## src/rtl/cpu_mem_pkg.sv

```systemverilog
// Shared types for the unified-memory arbiter.
// Provides the arbiter state and owner encodings plus default bus widths.
package cpu_mem_pkg;

    localparam int unsigned ADDR_W_DEF = 16;
    localparam int unsigned DATA_W_DEF = 16;

    typedef enum logic [1:0] {
        IDLE = 2'd0,
        ACC  = 2'd1,
        RESP = 2'd2
    } arb_state_t;

    typedef enum logic {
        OWN_DM = 1'b0,
        OWN_IF = 1'b1
    } arb_owner_t;

endpackage

```

## src/rtl/mem_lat_counter.sv

```systemverilog
// Loadable down-counter that times one fixed-latency memory access.
// Ports:
//   clk, rst  - clock, asynchronous active-high reset
//   i_load    - load LAT-1 (start of an access)
//   i_dec     - decrement by one, saturating at zero
//   o_zero    - counter currently at zero (last access cycle)
module mem_lat_counter #(
    parameter int unsigned LAT = 4
) (
    input  logic clk,
    input  logic rst,
    input  logic i_load,
    input  logic i_dec,
    output logic o_zero
);

    // LAT=1 would give a zero-width counter; keep at least one bit.
    localparam int unsigned CW = (LAT > 1) ? $clog2(LAT) : 1;
    localparam logic [CW-1:0] LOAD_VAL = CW'(LAT - 1);

    logic [CW-1:0] r_count;

    always_ff @(posedge clk or posedge rst) begin
        if (rst) begin
            r_count <= '0;
        end else if (i_load) begin
            r_count <= LOAD_VAL;
        end else if (i_dec && (r_count != '0)) begin
            r_count <= r_count - CW'(1);
        end
    end

    assign o_zero = (r_count == '0);

endmodule

```

## src/rtl/mem_arbiter.sv

```systemverilog
// Single-port memory arbiter for the five-stage pipeline.
// Shares one fixed-latency memory between instruction fetch (IF) and the
// memory stage (DM); DM wins contention. Holds mem_* stable for LAT cycles,
// returns read data with a one-cycle valid pulse, and drives stage stalls.
// Ports:
//   clk, rst                 - clock, asynchronous active-high reset
//   if_req/if_addr           - fetch request (held until if_valid) and PC
//   if_rdata/if_valid        - fetched instruction and its one-cycle strobe
//   if_stall                 - fetch stage must freeze
//   dm_re/dm_we/dm_addr/dm_wdata - data request (held until dm_valid)
//   dm_rdata/dm_valid        - load data and completion strobe
//   dm_stall                 - memory stage must freeze
//   flush                    - kill an in-flight fetch
//   hlt                      - stop granting new fetches
//   mem_addr/mem_wdata/mem_re/mem_we - registered memory interface
//   mem_rdata                - memory read data, valid in last access cycle
module mem_arbiter
    import cpu_mem_pkg::*;
#(
    parameter int unsigned ADDR_W = ADDR_W_DEF,
    parameter int unsigned DATA_W = DATA_W_DEF,
    parameter int unsigned LAT    = 4
) (
    input  logic              clk,
    input  logic              rst,
    input  logic              if_req,
    input  logic [ADDR_W-1:0] if_addr,
    output logic [DATA_W-1:0] if_rdata,
    output logic              if_valid,
    output logic              if_stall,
    input  logic              dm_re,
    input  logic              dm_we,
    input  logic [ADDR_W-1:0] dm_addr,
    input  logic [DATA_W-1:0] dm_wdata,
    output logic [DATA_W-1:0] dm_rdata,
    output logic              dm_valid,
    output logic              dm_stall,
    input  logic              flush,
    input  logic              hlt,
    output logic [ADDR_W-1:0] mem_addr,
    output logic [DATA_W-1:0] mem_wdata,
    output logic              mem_re,
    output logic              mem_we,
    input  logic [DATA_W-1:0] mem_rdata
);

    arb_state_t        r_state;
    arb_owner_t        r_owner;
    logic              r_kill;
    logic [ADDR_W-1:0] r_mem_addr;
    logic [DATA_W-1:0] r_mem_wdata;
    logic              r_mem_re;
    logic              r_mem_we;
    logic [DATA_W-1:0] r_if_rdata;
    logic              r_if_valid;
    logic [DATA_W-1:0] r_dm_rdata;
    logic              r_dm_valid;

    logic w_dm_req;
    logic w_if_grant;
    logic w_grant;
    logic w_kill_next;
    logic w_cnt_zero;

    assign w_dm_req   = dm_re | dm_we;
    assign w_if_grant = if_req & ~hlt;
    assign w_grant    = (r_state == IDLE) & (w_dm_req | w_if_grant);
    // A flush landing in the final ACC cycle must still suppress capture.
    assign w_kill_next = r_kill | (flush & (r_owner == OWN_IF));

    mem_lat_counter #(
        .LAT (LAT)
    ) u_cnt (
        .clk    (clk),
        .rst    (rst),
        .i_load (w_grant),
        .i_dec  (r_state == ACC),
        .o_zero (w_cnt_zero)
    );

    always_ff @(posedge clk or posedge rst) begin
        if (rst) begin
            r_state     <= IDLE;
            r_owner     <= OWN_DM;
            r_kill      <= 1'b0;
            r_mem_addr  <= '0;
            r_mem_wdata <= '0;
            r_mem_re    <= 1'b0;
            r_mem_we    <= 1'b0;
            r_if_rdata  <= '0;
            r_if_valid  <= 1'b0;
            r_dm_rdata  <= '0;
            r_dm_valid  <= 1'b0;
        end else begin
            r_if_valid <= 1'b0;
            r_dm_valid <= 1'b0;
            case (r_state)
                IDLE: begin
                    if (w_dm_req) begin
                        r_owner     <= OWN_DM;
                        r_kill      <= 1'b0;
                        r_mem_addr  <= dm_addr;
                        r_mem_wdata <= dm_wdata;
                        r_mem_we    <= dm_we;
                        // Simultaneous read+write is treated as a write only.
                        r_mem_re    <= dm_re & ~dm_we;
                        r_state     <= ACC;
                    end else if (w_if_grant) begin
                        r_owner    <= OWN_IF;
                        r_kill     <= flush;
                        r_mem_addr <= if_addr;
                        r_mem_re   <= 1'b1;
                        r_mem_we   <= 1'b0;
                        r_state    <= ACC;
                    end
                end
                ACC: begin
                    r_kill <= w_kill_next;
                    if (w_cnt_zero) begin
                        if (r_mem_re && !w_kill_next) begin
                            if (r_owner == OWN_IF) begin
                                r_if_rdata <= mem_rdata;
                            end else begin
                                r_dm_rdata <= mem_rdata;
                            end
                        end
                        // Valid is registered here so it is high during RESP.
                        if (r_owner == OWN_IF) begin
                            r_if_valid <= ~w_kill_next;
                        end else begin
                            r_dm_valid <= 1'b1;
                        end
                        r_mem_re <= 1'b0;
                        r_mem_we <= 1'b0;
                        r_state  <= RESP;
                    end
                end
                RESP: begin
                    r_kill  <= 1'b0;
                    r_state <= IDLE;
                end
                default: begin
                    r_state <= IDLE;
                end
            endcase
        end
    end

    assign mem_addr  = r_mem_addr;
    assign mem_wdata = r_mem_wdata;
    assign mem_re    = r_mem_re;
    assign mem_we    = r_mem_we;
    assign if_rdata  = r_if_rdata;
    assign if_valid  = r_if_valid;
    assign dm_rdata  = r_dm_rdata;
    assign dm_valid  = r_dm_valid;
    assign if_stall  = if_req & ~r_if_valid;
    assign dm_stall  = w_dm_req & ~r_dm_valid;

endmodule

```

## config.mk

```make
export PLATFORM = sky130hd
export DESIGN_NAME = mem_arbiter
export DESIGN_NICKNAME = d
export VERILOG_FILES = /design/src/rtl/cpu_mem_pkg.sv /design/src/rtl/mem_lat_counter.sv /design/src/rtl/mem_arbiter.sv
export SDC_FILE = /design/constraint.sdc
export NUM_CORES = 1
export LEC_CHECK = 0
export CAP_MARGIN = 40
export CELL_PAD_IN_SITES_DETAIL_PLACEMENT = 0
export CELL_PAD_IN_SITES_GLOBAL_PLACEMENT = 1
export CORE_MARGIN = 1
export CORE_UTILIZATION = 35
export CTS_CLUSTER_SIZE = 10
export DETAILED_ROUTE_END_ITERATION = 8
export PLACE_DENSITY_LB_ADDON = 0.1
export SYNTH_ARGS = -nofsm -noshare
export SYNTH_HDL_FRONTEND = slang
export SYNTH_SLANG_ARGS = --single-unit
```

## constraint.sdc

```tcl
create_clock -name clk -period 6 [get_ports clk]
set_clock_uncertainty 0.2 [all_clocks]
set_input_delay 1.2 -clock clk [delete_from_list [all_inputs] [get_ports clk]]
set_output_delay 1.2 -clock clk [all_outputs]
set_load 0.02 [all_outputs]
```

# --- Word-level counts from Yosys, hierarchy flattened ---
# Cells that the tools add are included.
word_totals:
  out_inout_bits: 70
  word_cells: 74
  regBits: 74
classes:
  n_reduce_logical: 17
  bitwise: 15
  n_eq_ne: 4
  addsub: 1
  n_mux: 25
op_table:
  columns: ["operator", "count"]
  rows:
  - ["two-way mux 16 bit", 2]
  - ["two-way mux 1 bit", 14]
  - ["two-way mux 2 bit", 5]
  - ["AND reduction 2 bit", 4]
  - ["AND reduction 4 bit", 2]
  - ["nonzero test 2 bit", 4]
  - ["AND 1 bit", 6]
  - ["inverter 1 bit", 6]
  - ["logical NOT 2 bit", 2]
  - ["one-hot mux 1 bit (2 select lines)", 2]
  - ["one-hot mux 2 bit (2 select lines)", 1]
  - ["inequality test 3 bit, second input constant", 1]
  - ["bitwise OR 1 bit", 3]
  - ["one-hot mux 1 bit (3 select lines)", 1]
  - ["AND reduction 3 bit", 1]
  - ["nonzero test 3 bit", 1]
  - ["== test 2 x 1 -> 1 bit, second input constant", 1]
  - ["== test 2 bit, second input constant", 1]
  - ["logical AND 1 bit", 2]
  - ["inequality test 2 bit, second input constant", 1]
  - ["subtractor 2 x 1 -> 2 bit, second input constant", 1]
  - ["logical NOT 1 bit", 1]

# --- Logic depth before layout (Yosys ltp) ---
logic_depth:
  ltp_word: 6
  mapped_depth: 7
  mapped_depth_nobuf: 6

# --- Cells and area by module ---
# A second synthesis with hierarchy kept.
hier_totals:
  hier_cells: 234
  area_unflattened_um2: 3180.6
by_module_without_submodules:
  columns: ["module", "area_per_inst_um2", "n_inst", "cells_each"]
  rows:
  - ["mem_arbiter", 3056.7, 1, 221]
  - ["mem_lat_counter", 123.9, 1, 13]

# --- Least setup slack after synthesis ---
# Ideal clock, no wire load.
synth_path:
  path_type: "input port to output port"
  start: "in dm_we"
  end: "out dm_stall"
  arrival_time_ns: 1.715
  setup_slack_ns: 2.885
  cell_stages: 3
  required_ns: 4.600
  cell_sequence: "nor2_8 > buf_4 > nor2_1"
synth_between:
  elab_chain_len: 2
synth_rtl:
  columns: ["element", "line_no", "rtl"]
  rows:
  - ["from (decl)", "mem_arbiter.sv:32", "input logic dm_we,"]
  - ["bitwise OR 1 bit", "mem_arbiter.sv:65", "assign w_dm_req = dm_re | dm_we;"]
  - ["AND 1 bit", "mem_arbiter.sv:158", "assign dm_stall = w_dm_req & ~r_dm_valid;"]
  - ["to (decl)", "mem_arbiter.sv:37", "output logic dm_stall,"]
# No other way between the ends.

# --- Worst setup path in the final report ---
# Ends and elaborated chain as after synthesis.

==> flow_summary_export.csv <==
group,metric,value,unit
run_status,status,"finished with violations",
run_status,violations,"design-rule violations",
clock_tree,post_cts_resize_count,0,
routing,first_pass_iters,8,
timing,max_freq,0.239,GHz
yosys,synth.area.mux_share,25.4,%
yosys,syn-cell-area,3220,um^2
flow_run,drv_cap,0,
setup_path,worstPathCellList,"clkdlybuf4s50_1 > nor2_8 > nor2_1 > clkdlybuf4s50_1",
setup_path,endpoint_kind,"primary output",
clock_tree,clock_latency,0.33,ns
setup_path,rrSetupSlack,3.69,ns
yosys,synth_top_family_by_area,"multiplexers",
routing,detail-route-antenna-nets,0,
clock_tree,cts_buffer_depth,2,
placed_design,place.gp.congestion,0.730,
placed_design,dp_hpwl,5.36,mm
setup_path,cpPeakStageDelay,0.54,ns
global_route,antenna_found_initial,0,
global_route,grt_pass1_vias,2364,
min_path,hold_end,"if_valid",
yosys,synth_fa_ha_area_share,1.94,%
die,row_count,34,
final_layout,nets,454,
final_layout,syn2layout_area_growth,53.2,%
clock_tree,clockRootBuffer,"clkbuf_8",
routing,wire_per_inst,14.7,um
yosys,yosys.area_share.simple,6.95,%
timing,slew_viol_final,0,
timing,min_period,4.19,ns
timing,hold_ws,0.272,ns
yosys,ys_seq_area_share,57.5,%
power_and_ir_drop,irDropWorstVdd,0.205,mV
min_path,hp-start,"r_kill",
setup_path,path_buf_inv,2,
yosys,syn-num-nets,308,
routing,drc,14,
setup_path,critPathTopFamily,"buffers and inverters",
setup_path,crit_required,4.60,ns
routing,drtIter0Drc,82,
global_route,grt_max_degree,35,
final_layout,nFillCells,761,
clock_tree,cts_tree,"built",
timing,tightestPinTransition,0.711,ns
die,dieArea,9590,um^2
final_layout,antennaDiodeCount,0,
min_path,min_path_type,"reg -> reg",
setup_path,critPathMaxFanout,19,
final_layout,drive_gt1_share,19.3,%
power_and_ir_drop,power.leakage,2.20,nW
setup_path,cp_common_cell,"clkdlybuf4s50_1",
setup_path,start_kind,"input port",
die,fp.coreArea,8810,um^2
setup_path,reg2regPathDepth,6,
setup_path,r2r_end,"dm_rdata[14]",
timing,relSlewSlack,52.4,%
timing,hold_violations,0,
setup_path,arrival,2.79,ns
power_and_ir_drop,power_density,423,nW/um^2
yosys,synth-xor-area-share,0.272,%
yosys,synth-seq-cells,74,
placed_design,port_buffers,140,
routing,routed_wl,7.24,mm
clock_tree,cts_setup_buffers,0,
setup_path,worstSetupPathType,"in -> out",
die,die_w,97.9,um
setup_path,crit_slowest_cell,"clkdlybuf4s50_1",
min_path,holdPathStages,1,
yosys,synth.distinct_cells,29,
global_route,track_usage,16.2,%
die,pin_count,141,
clock_tree,path_clk_slew,0.08,ns
yosys,ys_warn_count,0,
timing,rsz0062_at_grt,"false",
die,die_h,97.9,um
die,initial_core_util,36.6,%
timing,setup_viol,0,
yosys,synth_compound_area_share,4.82,%
global_route,grt_pass1_wl,12.2,mm
clock_tree,cts_sinks,74,
clock_tree,cts_buffers,9,
routing,routed_via_density,4.57,
timing,setup_tns,0,ns
clock_tree,cts_max_level,3,
global_route,overflow,0,
yosys,avgSynthCellArea,13.9,um^2
timing,min_period_over_period,69.8,%
routing,vias,2245,
yosys,syn_inst,232,
clock_tree,ctsHoldBuffers,0,
setup_path,r2r-start,"r_state[1]",
==> sequential cells by signal, indices dropped and copies added (netlist names) <==
signal,count
dm_rdata,16
if_rdata,16
mem_addr,16
mem_wdata,16
r_state,2
u_cnt.r_count,2
dm_valid,1
if_valid,1
mem_re,1
mem_we,1
r_kill,1
r_owner,1
==> cell type report <==
cell class / instances / area, um^2 / share of cell area (%)
Multi-Input combinational cell: 143 / 1270 / 25.7
Sequential cell: 74 / 1850 / 37.5
Timing Repair Buffer: 143 / 1440 / 29.3
Inverter: 7 / 26.3 / 0.532
Clock inverter: 6 / 72.6 / 1.47
Clock buffer: 10 / 138 / 2.79
Tap cell: 108 / 135 / 2.74
==> metrics by stage <==
step	power, mW	util (%)	cell area, um^2	setup slack, ns	std cells
2_1_floorplan	1.30	-	3220	2.72	232
3_3_place_gp	1.69	53.3	4690	1.81	473
3_5_place_dp	1.70	53.7	4730	1.79	475
4_1_cts	2.12	56.1	4940	1.79	491
5_1_grt	2.22	56.1	4940	1.71	491
6_report	2.09	56.1	4940	1.81	491
==> synth_stat cells <==
library cell | number | area, um^2
dfrtp_1 | 74 | 1850
mux2_2 | 27 | 304
o21ai_0 | 21 | 105
mux2_4 | 20 | 300
nand2_1 | 20 | 75.1
mux2i_1 | 18 | 180
inv_1 | 7 | 26.3
nor2_1 | 7 | 26.3
a21oi_1 | 5 | 25.0
ha_1 | 5 | 62.6
buf_4 | 3 | 22.5
mux2_1 | 3 | 33.8
nor2b_1 | 3 | 18.8
buf_2 | 2 | 10.0
buf_6 | 2 | 22.5
nand2b_1 | 2 | 12.5
and3_1 | 1 | 6.26
buf_12 | 1 | 20.0
nand2_2 | 1 | 6.26
nand2_4 | 1 | 11.3
nand3_1 | 1 | 5.00
nand4_1 | 1 | 6.26
nor2_4 | 1 | 11.3
nor2_8 | 1 | 20.0
nor3_4 | 1 | 16.3
o21ai_4 | 1 | 16.3
o32ai_1 | 1 | 8.76
or2_4 | 1 | 8.76
xnor2_1 | 1 | 8.76
==> where the power goes <==
| group | internal [mW] | switching (mW) | leakage [nW] |
|---|---|---|---|
| clock | 0.209 | 0.198 | 0.104 |
| sequential | 0.662 | 0.0941 | 0.950 |
| combinational | 0.483 | 0.443 | 1.14 |
| total | 1.35 | 0.734 | 2.20 |
==> layout by cell type, fill, tap and decap left out, drive strengths merged <==
cell,synthesis,final
nand2,22,22
o21ai,22,22
nor2,9,9
o32ai,1,1
dfrtp,74,74
nand3,1,1
nor2b,3,3
nand4,1,1
clkinvlp,0,1
xnor2,1,1
clkbuf,0,10
inv,7,10
mux2i,18,18
clkinv,0,1
nand2b,2,2
buf,8,3
bufinv,0,1
nor3,1,1
or2,1,1
clkdlybuf4s50,0,140
a21oi,5,5
and3,1,1
mux2,50,50
ha,5,5
==> how the worst max path moves through the flow <==
stage | startpoint | end | slack (ns) | depth (start not counted)
6_report | dm_we | dm_stall | 1.81 | 4
5_1_grt | dm_we | dm_stall | 1.71 | 4
4_1_cts | dm_we | dm_stall | 1.79 | 4
3_5_place_dp | dm_we | dm_stall | 1.79 | 4
3_3_place_gp | dm_we | dm_stall | 1.81 | 4
2_1_floorplan | rst | dm_rdata[0] | 2.72 | 1
==> cell families after synthesis <==
| group | Yosys count |
|---|---|
| buf+inv | 15 |
| compound gates | 28 |
| mux | 68 |
| flops | 74 |
| fa+ha+maj | 5 |
| xor+xnor | 1 |
| simple gates | 41 |
==> worst register-to-register path, stage by stage, from the launching register on <==
cell and delay (ns):
dfrtp_1 0.41, inv_1 0.10, ha_1 0.30, nand2_2 0.12, nor3_4 0.49, buf_8 0.23
mux2_2 0.34
==> routing by layer <==
layer	up-vias	wire (um)	track usage (%)
met5	-	0	0
met4	0	35	5.24
met3	2	656	5.80
met2	89	3190	24.1
met1	1063	3350	22.0
li1	1091	-	-
No activity file was read; power rests on OpenSTA's default activity.
